File: config.mk
export PLATFORM = sky130hd
export DESIGN_NAME = rom_port_arbiter
export DESIGN_NICKNAME = d
export VERILOG_FILES = /design/src/rtl/rom_arb_pkg.sv /design/src/rtl/rom_arb_rr2.sv /design/src/rtl/rom_port_arbiter.sv
export SDC_FILE = /design/constraint.sdc
export NUM_CORES = 1
export LEC_CHECK = 0
export BUFFER_PORTS_ARGS = -buffer_cell sky130_fd_sc_hd__buf_2
export CELL_PAD_IN_SITES_DETAIL_PLACEMENT = 1
export CELL_PAD_IN_SITES_GLOBAL_PLACEMENT = 2
export CORE_MARGIN = 2
export CORE_UTILIZATION = 11
export DETAILED_ROUTE_END_ITERATION = 6
export PLACE_DENSITY = 0.88
export SYNTH_ARGS = -nofsm -noshare
export SYNTH_HDL_FRONTEND = slang
export SYNTH_SLANG_ARGS = --single-unit
File: constraint.sdc
create_clock -name clk -period 2.78 [get_ports clk]
set_clock_uncertainty 0.2 [all_clocks]
set_input_delay 0.278 -clock clk [delete_from_list [all_inputs] [get_ports clk]]
set_output_delay 0.278 -clock clk [all_outputs]
set_load 0.02 [all_outputs]
File: src/rtl/rom_arb_pkg.sv
// Shared types and constants for the program-ROM port arbiter.
package rom_arb_pkg;

    typedef enum logic {ARB = 1'b0, LOCK = 1'b1} arb_state_e;

    localparam logic M_CORE   = 1'b0;
    localparam logic M_LOAD   = 1'b1;
    localparam int   WORD_LSB = 2;

    // Misaligned or beyond the last ROM word.
    function automatic logic addr_err(input logic [31:0] addr, input logic [31:0] depth);
        return (addr[WORD_LSB-1:0] != '0) || ({2'b00, addr[31:WORD_LSB]} >= depth);
    endfunction

endpackage

File: src/rtl/rom_arb_rr2.sv
// Two-input round-robin grant with a one-bit pointer favouring the master it names.
module rom_arb_rr2
    import rom_arb_pkg::*;
(
    input  logic       clk,
    input  logic       rst,
    input  logic       en,
    input  logic       ptr_clr,
    input  logic [1:0] req,
    output logic [1:0] gnt
);

    logic ptr;

    always_comb begin
        gnt = '0;
        if (en) begin
            if (req == 2'b11) gnt[ptr] = 1'b1;
            else              gnt      = req;
        end
    end

    // After any grant the pointer moves to the master that was not served.
    always_ff @(posedge clk or posedge rst) begin
        if (rst)          ptr <= M_CORE;
        else if (ptr_clr) ptr <= M_CORE;
        else if (|gnt)    ptr <= gnt[0] ? M_LOAD : M_CORE;
    end

endmodule

File: src/rtl/rom_port_arbiter.sv
// Shares the program ROM's single port between the core LSU (m0) and the serial loader (m1),
// with a loader lock mode that stalls the core for a whole download session.
module rom_port_arbiter
    import rom_arb_pkg::*;
#(
    parameter int DEPTH = 32
) (
    input  logic        clk,
    input  logic        rst,
    input  logic        m0_req_i,
    input  logic        m0_we_i,
    input  logic [31:0] m0_addr_i,
    input  logic [31:0] m0_wdata_i,
    output logic        m0_gnt_o,
    output logic        m0_rvalid_o,
    output logic [31:0] m0_rdata_o,
    output logic        m0_err_o,
    input  logic        m1_req_i,
    input  logic        m1_we_i,
    input  logic [31:0] m1_addr_i,
    input  logic [31:0] m1_wdata_i,
    output logic        m1_gnt_o,
    output logic        m1_rvalid_o,
    output logic [31:0] m1_rdata_o,
    output logic        m1_err_o,
    input  logic        m1_lock_i,
    output logic        core_stall_o,
    output logic        wr_en_o,
    output logic [31:0] wr_addr_o,
    output logic [31:0] wr_data_o,
    output logic [31:0] rd_addr_o,
    input  logic [31:0] rd_data_i
);

    arb_state_e  state_q, state_d;
    logic        rr_en, ptr_clr;
    logic [1:0]  rr_gnt;
    logic        acc, sel, sel_we, acc_err;
    logic [31:0] sel_addr, sel_wdata, rdata;
    logic        pend_q, owner_q, err_q, rd_q;

    assign rr_en = (state_q == ARB) && !m1_lock_i;

    rom_arb_rr2 u_rr (
        .clk     (clk),
        .rst     (rst),
        .en      (rr_en),
        .ptr_clr (ptr_clr),
        .req     ({m1_req_i, m0_req_i}),
        .gnt     (rr_gnt)
    );

    always_ff @(posedge clk or posedge rst) begin
        if (rst) state_q <= ARB;
        else     state_q <= state_d;
    end

    always_comb begin
        state_d  = state_q;
        m0_gnt_o = 1'b0;
        m1_gnt_o = 1'b0;
        ptr_clr  = 1'b0;
        case (state_q)
            ARB: begin
                if (m1_lock_i) begin
                    m1_gnt_o = m1_req_i;
                    state_d  = LOCK;
                end else begin
                    m0_gnt_o = rr_gnt[0];
                    m1_gnt_o = rr_gnt[1];
                end
            end
            LOCK: begin
                m1_gnt_o = m1_req_i;
                // Leaving lock hands the next contended slot to the stalled core.
                if (!m1_lock_i) begin
                    state_d = ARB;
                    ptr_clr = 1'b1;
                end
            end
            default: state_d = ARB;
        endcase
    end

    assign core_stall_o = (state_q == LOCK);

    assign acc       = m0_gnt_o | m1_gnt_o;
    assign sel       = m1_gnt_o;
    assign sel_we    = sel ? m1_we_i    : m0_we_i;
    assign sel_addr  = sel ? m1_addr_i  : m0_addr_i;
    assign sel_wdata = sel ? m1_wdata_i : m0_wdata_i;
    assign acc_err   = acc && addr_err(sel_addr, 32'(DEPTH));

    assign wr_en_o   = acc && sel_we && !acc_err;
    assign wr_addr_o = acc ? sel_addr  : '0;
    assign wr_data_o = acc ? sel_wdata : '0;
    assign rd_addr_o = acc ? sel_addr  : '0;

    // Response bookkeeping for the transaction accepted last cycle.
    always_ff @(posedge clk or posedge rst) begin
        if (rst) begin
            pend_q  <= 1'b0;
            owner_q <= M_CORE;
            err_q   <= 1'b0;
            rd_q    <= 1'b0;
        end else begin
            pend_q  <= acc;
            owner_q <= sel;
            err_q   <= acc_err;
            rd_q    <= acc && !sel_we;
        end
    end

    assign rdata       = (pend_q && rd_q && !err_q) ? rd_data_i : '0;
    assign m0_rvalid_o = pend_q && (owner_q == M_CORE);
    assign m1_rvalid_o = pend_q && (owner_q == M_LOAD);
    assign m0_rdata_o  = m0_rvalid_o ? rdata : '0;
    assign m1_rdata_o  = m1_rvalid_o ? rdata : '0;
    assign m0_err_o    = m0_rvalid_o && err_q;
    assign m1_err_o    = m1_rvalid_o && err_q;

endmodule
After elaboration in Yosys (flattened, before gate mapping):

Cells that the tools add are included.

* reduce and logical (&&, ||, !) cells: 20
* muxes and demuxes: 22
* equality and inequality tests: 1
* magnitude comparators: 3
* bitwise gates (word level): 3

Operator list (count)
* $mux 32: 7
* $ge 30x6->1 const B: 1
* $logic_and 1x1->1: 12
* $mux 1: 11
* $logic_not 1->1: 4
* $mux 2: 2
* $reduce_bool 2->1: 2
* $eq 2x2->1 const B: 1
* $lt 1x2->1 const B: 1
* $not 1->1: 2
* $pmux 1 s2: 1
* $reduce_or 2->1: 1
* $demux 1 s1: 1
* $ge 1x1->1 const B: 1
* $logic_or 1x1->1: 1
* $or 1x1->1: 1

* input port bits: 167
* logic and storage cells: 55
* register bits after elaboration: 6
* output and inout port bits: 168

Logic depth before layout (Yosys ltp):

Gate-level depths: netlist (run 1).

* word-level depth: 14
* mapped depth: 8
* mapped depth without buffers: 5

Modules after synthesis:

Synthesis (run 1) repeated with hierarchy kept, for this count alone.

* cell total of the unflattened synthesis: 369
* area total of the unflattened synthesis: 2030.7 um^2

Modules (own cells, without submodules)
* rom_port_arbiter: seq. area each 125.1 um^2, area each 1959.4 um^2, cells each 359, times used 1
* rom_arb_rr2: seq. area each 25.0 um^2, area each 71.3 um^2, cells each 10, times used 1

Worst setup path after synthesis (run 1):

OpenSTA, ideal clock, no wires.

* path type: flip-flop to output port
* start: register state_q, in the netlist core_stall_o
* end: output port wr_addr_o[11]
* required time: 2.302 ns
* stages on the path, launching flop included: 8
* buffers on the path: 3
* arrival time: 2.064 ns
* setup slack: 0.238 ns
* cell sequence: dfrtp_1 or4b_4 nand2_4 buf_6 buf_6 nand2_1 a21oi_1 buf_4

* longest elaborated chain between the ends: 7
* elaborated cells on any way between the ends: 10
* those cells by class: 7 x mux; 2 x bitwise; 1 x reduce/logical

RTL lines
* start: declaration: line rom_port_arbiter.sv:35 `arb_state_e state_q, state_d;`
* start signal: assignment: line rom_port_arbiter.sv:55 `else state_q <= state_d;`
* $not 1->1
* $logic_and 1x1->1: line rom_port_arbiter.sv:42 `assign rr_en = (state_q == ARB) && !m1_lock_i;`
* $mux 2: line rom_arb_rr2.sv:17 `if (en) begin`
* $mux 1: line rom_port_arbiter.sv:65 `if (m1_lock_i) begin`
* $pmux 1 s2 / $mux 1 (equally long branches): line rom_port_arbiter.sv:63 `case (state_q)`
* $mux 32 / $or 1x1->1 (equally long branches): line rom_port_arbiter.sv:90, rom_port_arbiter.sv:87
* $mux 32 (*)
* end: declaration: line rom_port_arbiter.sv:29 `output logic [31:0] wr_addr_o,`

Mark *: on every way between the ends. The rest lies on a longest branch, timed or not.

Worst setup path after layout (run 1):

* start: register state_q, in the netlist core_stall_o
* end: output port wr_addr_o[0]

* longest elaborated chain between the ends: 7
* elaborated cells on any way between the ends: 10
* those cells by class: 7 x mux; 2 x bitwise; 1 x reduce/logical

RTL lines
* $not 1->1
* $logic_and 1x1->1: line rom_port_arbiter.sv:42
* $mux 2: line rom_arb_rr2.sv:17
* $mux 1: line rom_port_arbiter.sv:65
* $pmux 1 s2 / $mux 1 (equally long branches): line rom_port_arbiter.sv:63
* $mux 32 / $or 1x1->1 (equally long branches): line rom_port_arbiter.sv:90, rom_port_arbiter.sv:87
* $mux 32 (*): line rom_port_arbiter.sv:95 `assign wr_addr_o = acc ? sel_addr : '0;`

Marked as above.

==> results.yml, run 1 <==
run_status:
  status: "finished clean"
job:
  cap_violations: 0
detailed_routing:
  routedWlPerCell_um: 16.0
  drtAntennaViolNets: 0
  vias: 3567
  drt_iter0_markers: 83
  dr.pass1.iters: 4
  drc_errors: 0
  routed_wl_um: 14200
  vias_per_cell: 4.02
sta:
  rsz0062_at_grt: "false"
  period_needed_ns: 2.63
  worst_pin_slew_ns: 0.722
  fin_crit_sh_pct: 94.6
  fmax_mhz: 380
  finalSetupTns_ns: 0
  finalSetupViolCount: 0
  hold_viol: 0
  relSlewSlack_pct: 51.4
  slew_violations: 0
finish:
  fin_util_pct: 20.5
  fill_cells: 2457
  area_growth_pct: 83.0
  nNetsFinal: 822
  layout-drive-gt1-share_pct: 56.7
  antennaDiodeCount: 0
setup_path:
  cp.required_ns: 2.30
  worstPathBufferInverterCount: 2
  cp-end-kind: "output pin"
  critPathMaxFanout: 31
  cp_slowest_cell: "or4b_4"
  worstSetupPathType: "reg2out"
  crit_path_max_incr_delay_ns: 0.59
  cp.arrival_ns: 2.15
  path_cells: "or4b_4 > nand2_8 > buf_12 > nand2_1 > a21oi_1 > buf_2"
  cp_top_family: "simple AND/OR/NAND/NOR gates"
  worstSetupStartpointType: "flip-flop"
synthesis:
  syn_nets: 531
  ys_seq_area_share_pct: 7.16
  yosysTopAreaCell: "nand2_1"
  ys_types: 29
  syn_area_per_cell_um2: 5.76
  synth_common_cells: "nand2_1, and2_1, a21oi_1"
  mappedNetlistArea_um2: 2100
  synth-edff-count: 0
  async_flop_share_pct: 100
  synth.area.top_cells: "nand2_1, and2_1, a21oi_1"
  ys.warnings.count: 0
  synth-seq-cells: 6
  yosysTopAreaCellShare_pct: 22.0
  synthCells: 364
  yosysMostFrequentCell: "nand2_1"
  synthFlopType: "dfrtp_1"
placed_design:
  io_buffer_count: 334
  hpwl_um: 12600
  gp_congestion: 0.738
grt:
  grt.total_usage_pct: 12.7
  grt_start_max_net_pins: 41
  grt_pass1_wl_um: 19700
  first_global_vias: 3498
  antenna_found_initial: 1
  gr-total-overflow: 0
clock_network:
  cts_tree: "yes"
  ctsHtreeMaxLevel: 1
  clk_pin_slew_ns: 0.03
  clock_path_buffers: 2
  post_cts_buffers: 0
  clkLatencyLatePin_ns: 0.22
  clock-sinks: 6
  root_buffer: "clkbuf_16"
  cts-buffers-inserted: 3
die:
  dieArea_um2: 20200
  fp.coreArea_um2: 18700
  initial_core_util_pct: 11.2
  die_w_um: 142
  rows: 50
  pin_count: 335
  die_h_um: 142
power:
  p_sw_w: 0.000480
  power.internal_w: 0.000526
  ir_worst_vdd_mv: 0.142
  switching_share_pct: 47.7
  p_clk_share_pct: 22.8
  leakage_nw: 2.33
  seqPwrFrac_pct: 9.8
  comb_power_share_pct: 67.3
  power_density_nw_per_um2: 262
min_path:
  hold_path_class: "in2reg"
-- metal layers --
| layer | track usage, % | routed length, um | up-vias |
|---|---|---|---|
| li1 | - | - | 1725 |
| met1 | 14.0 | 5370 | 1630 |
| met2 | 25.0 | 7470 | 202 |
| met3 | 2.89 | 1200 | 8 |
| met4 | 1.42 | 99 | 2 |
| met5 | 0 | 17 | - |
-- worst min-delay path, cell delays in order --
cell	delay [ns]
buf_2	0.11
o21ai_0	0.09
nand2_1	0.07
-- repair_timing --
action | CTS | global route
hold buffers | 2 | 0
gates resized for setup | 0 | 2
endpoints found under the setup margin | 0 | 13
hold endpoints to repair | 7 | 0
-- cells by family (layout without fill, tap and decap cells) --
group                  Yosys count  count (layout)  synth area share [%]
buffers and inverters           62             351                  20.5
AND/OR/NAND/NOR                228             228                  53.8
flip-flops                       6               6                  7.16
AO/OA/AOI/OAI                   68              68                  18.5
-- registers in the layout (all words and copies together) (netlist names) --
| register | cells |
|---|---|
| core_stall_o | 1 |
| err_q | 1 |
| owner_q | 1 |
| pend_q | 1 |
| rd_q | 1 |
| u_rr.ptr | 1 |
-- worst paths after layout --
kind | cells past startpoint | startpoint | to | slack (ns)
hold reg to reg | 2 | u_rr.ptr | u_rr.ptr | 0.36
min in group asynchronous | 3 | rst | core_stall_o | 0.34
setup / recovery | 6 | core_stall_o | wr_addr_o[0] | 0.15
setup reg to reg | 6 | core_stall_o | rd_q | 0.83
max in group asynchronous | 3 | rst | owner_q | 1.85
hold / removal | 3 | m1_lock_i | u_rr.ptr | 0.16
-- through the flow --
stage / cell area [um^2] / total power [W] / instances / hold slack, ns / setup slack [ns]
after CTS: 3820 / 0.00102 / 887 / 0.146 / 0.0500
after floorplan: 2100 / 0.000517 / 364 / -0.131 / 0.238
after detailed placement: 3730 / 0.000782 / 882 / 0.0131 / 0.298
after global placement: 3730 / 0.000777 / 882 / -0.00139 / 0.392
after global routing: 3840 / 0.00108 / 887 / 0.211 / 0.0320
final: 3840 / 0.00101 / 887 / 0.155 / 0.151
-- area by class of cell --
type	instances	area [um^2]	share of cell area, %
flip-flops and latches	6	150	3.91
repair buffers	345	1780	46.3
multi-input cells	296	1530	39.9
well taps	234	293	7.63
inverters	3	11.3	0.293
clock buffers	3	75.1	1.96
-- layout by cell type, fill, tap and decap left out --
cell           synthesis  final
a211oi_1               1      1
o21ai_0                1      1
or4b_4                 1      1
nor4_1                12     12
buf_6                  8      1
clkbuf_16              0      3
nand2_1              123    123
buf_2                  2    334
a21boi_0               1      1
a32o_1                 1      1
nand3_1                1      1
nor3b_1                1      1
nor3_1                 2      2
nand2_2               10     10
inv_2                  1      1
and3_1                 2      2
dfrtp_1                6      6
a21oi_2               10     10
buf_4                 33      7
inv_1                  2      2
and3b_1                2      2
nor2_1                 3      2
nor2_4                 0      1
nand4_1                2      2
and2_1                66     66
nand2_8                0      1
dlygate4sd3_1          0      2
a21oi_1               54     54
nor4b_1                1      1
buf_12                 0      1
nor2b_1                1      1
-- power by group through the flow --
stage | sequential [W] | clock [W] | combinational, W
2_1_floorplan | 0.0000993 | 0 | 0.000418
3_3_place_gp | 0.0000989 | 0 | 0.000678
3_5_place_dp | 0.0000995 | 0 | 0.000682
4_1_cts | 0.0000989 | 0.000232 | 0.000687
5_1_grt | 0.000100 | 0.000241 | 0.000736
6_report | 0.0000990 | 0.000229 | 0.000677
No activity file was read; power rests on OpenSTA's default activity.
==> run 2, diff against run 1 <==
==> constraint.sdc (replaced) <==
create_clock -name clk -period 2.8 [get_ports clk]
set_clock_uncertainty 0.2 [all_clocks]
set_input_delay 0.28 -clock clk [delete_from_list [all_inputs] [get_ports clk]]
set_output_delay 0.28 -clock clk [all_outputs]
set_load 0.02 [all_outputs]
==> results.yml, run 2 (synthesis results as in run 1) <==
detailed_routing:
  dr.pass1.iters: 4
  drt_iter0_markers: 91
  routedWlPerCell_um: 15.6
  routed_wl_um: 13800
  vias: 3515
  vias_per_cell: 3.96
  drc_errors: 0
  drtAntennaViolNets: 0
sta:
  rsz0062_at_grt: "false"
  slew_violations: 0
  hold_viol: 0
  fin_crit_sh_pct: 95.1
  period_needed_ns: 2.66
  finalSetupTns_ns: 0
  worst_pin_slew_ns: 0.633
  finalSetupViolCount: 0
  relSlewSlack_pct: 57.4
  fmax_mhz: 376
job:
  cap_violations: 0
die:
  rows: 50
  fp.coreArea_um2: 18700
  die_w_um: 142
  die_h_um: 142
  dieArea_um2: 20200
  pin_count: 335
  initial_core_util_pct: 11.2
power:
  ir_worst_vdd_mv: 0.133
  power_density_nw_per_um2: 260
  finalPower_w: 0.000996
  leakage_nw: 2.33
clock_network:
  cts-buffers-inserted: 3
  clock-sinks: 6
  ctsHtreeMaxLevel: 1
  root_buffer: "clkbuf_16"
  clk_pin_slew_ns: 0.03
  ctsResizeCount: 0
  clkLatencyLatePin_ns: 0.23
  clock_path_buffers: 2
  cts_tree: "yes"
grt:
  first_global_vias: 3453
  antenna_found_initial: 0
  grt.total_usage_pct: 12.4
  grt_pass1_wl_um: 19300
  grt_start_max_net_pins: 42
  gr-total-overflow: 0
finish:
  multiInputGateArea_um2: 1520
  layout-drive-gt1-share_pct: 56.7
  nNetsFinal: 822
  fill_cells: 2471
  area_growth_pct: 82.4
  regArea_um2: 150
  layout_commonest_cell: "buf_2"
  final_cell_mix: "buf_2, nand2_1, and2_1, a21oi_1, nor4_1"
  antennaDiodeCount: 0
setup_path:
  worstSetupStartpointType: "flip-flop"
  cp.required_ns: 2.32
  critPathMaxFanout: 41
  crit_path_max_incr_delay_ns: 0.56
  worstSetupPathType: "reg2out"
  cp_slowest_cell: "or4b_4"
  cp-end-kind: "output pin"
  cp.arrival_ns: 2.18
  path_cells: "or4b_4 > nand2_4 > buf_12 > nand2_1 > a21oi_1 > buf_2"
placed_design:
  gp_congestion: 0.735
  hpwl_um: 12400
  io_buffer_count: 334
min_path:
  hold_path_class: "in2reg"
run_status:
  status: "finished clean"
run 2: cell counts in the layout (fill, tap and decap cells not counted):
No cell type changed its count.
run 2: final timing paths:
path	cells after the start	start	slack (ns)	endpoint
setup / recovery	6	core_stall_o	0.14	rd_addr_o[0]
hold / removal	3	m1_lock_i	0.14	u_rr.ptr
setup reg to reg	6	core_stall_o	0.85	rd_q
hold reg to reg	2	u_rr.ptr	0.33	u_rr.ptr
max in group asynchronous	3	rst	1.88	owner_q
min in group asynchronous	3	rst	0.31	core_stall_o
run 2: area by class of cell:
cell class / instances / area share (%)
timing repair buffer: 345 / 46.3
inverter: 3 / 0.294
clock buffer: 3 / 1.96
sequential: 6 / 3.93
multi-input combinational: 296 / 39.8
tap: 234 / 7.65
run 2: repair_timing:
action,in CTS,in global routing
endpoints found under the hold margin,7,0
hold buffers,2,0
buffers inserted,0,0
endpoints found under the setup margin,0,0
run 2: layer usage:
metal  routed length (um)  track usage (%)  part of all wire (%)
met2                 7280             24.7                    53
met4                  104             1.74                  0.75
met5                    0                0                     0
met1                 5180             13.5                    37
met3                 1260             3.03                   9.1
run 2: where the power goes:
group	internal [W]	switching, W	leakage, nW
Combinational	0.000244	0.000421	2.22
Clock	0.000183	0.0000497	0.0370
Sequential	0.0000937	0.00000421	0.0718
Total	0.000521	0.000475	2.33
run 2: metrics by stage:
stage	cell area, um^2	instances	hold slack, ns	setup slack, ns	utilization, %
floorplan	2100	364	-0.129	0.256	-
global placement	3730	882	0.00388	0.373	19.9
detailed placement	3730	882	0.0141	0.339	19.9
CTS	3820	887	0.140	0.0857	20.4
global route	3820	887	0.160	0.00830	20.4
finish	3820	887	0.138	0.137	20.4
run 2: critical path, delay by kind of cell (launching register included):
| kind | cells | cell delay, ns |
|---|---|---|
| and+or+nand+nor | 3 | 0.84 |
| DFF | 1 | 0.40 |
| buffers and inverters | 2 | 0.47 |
| AOI/OAI and AO/OA | 1 | 0.23 |
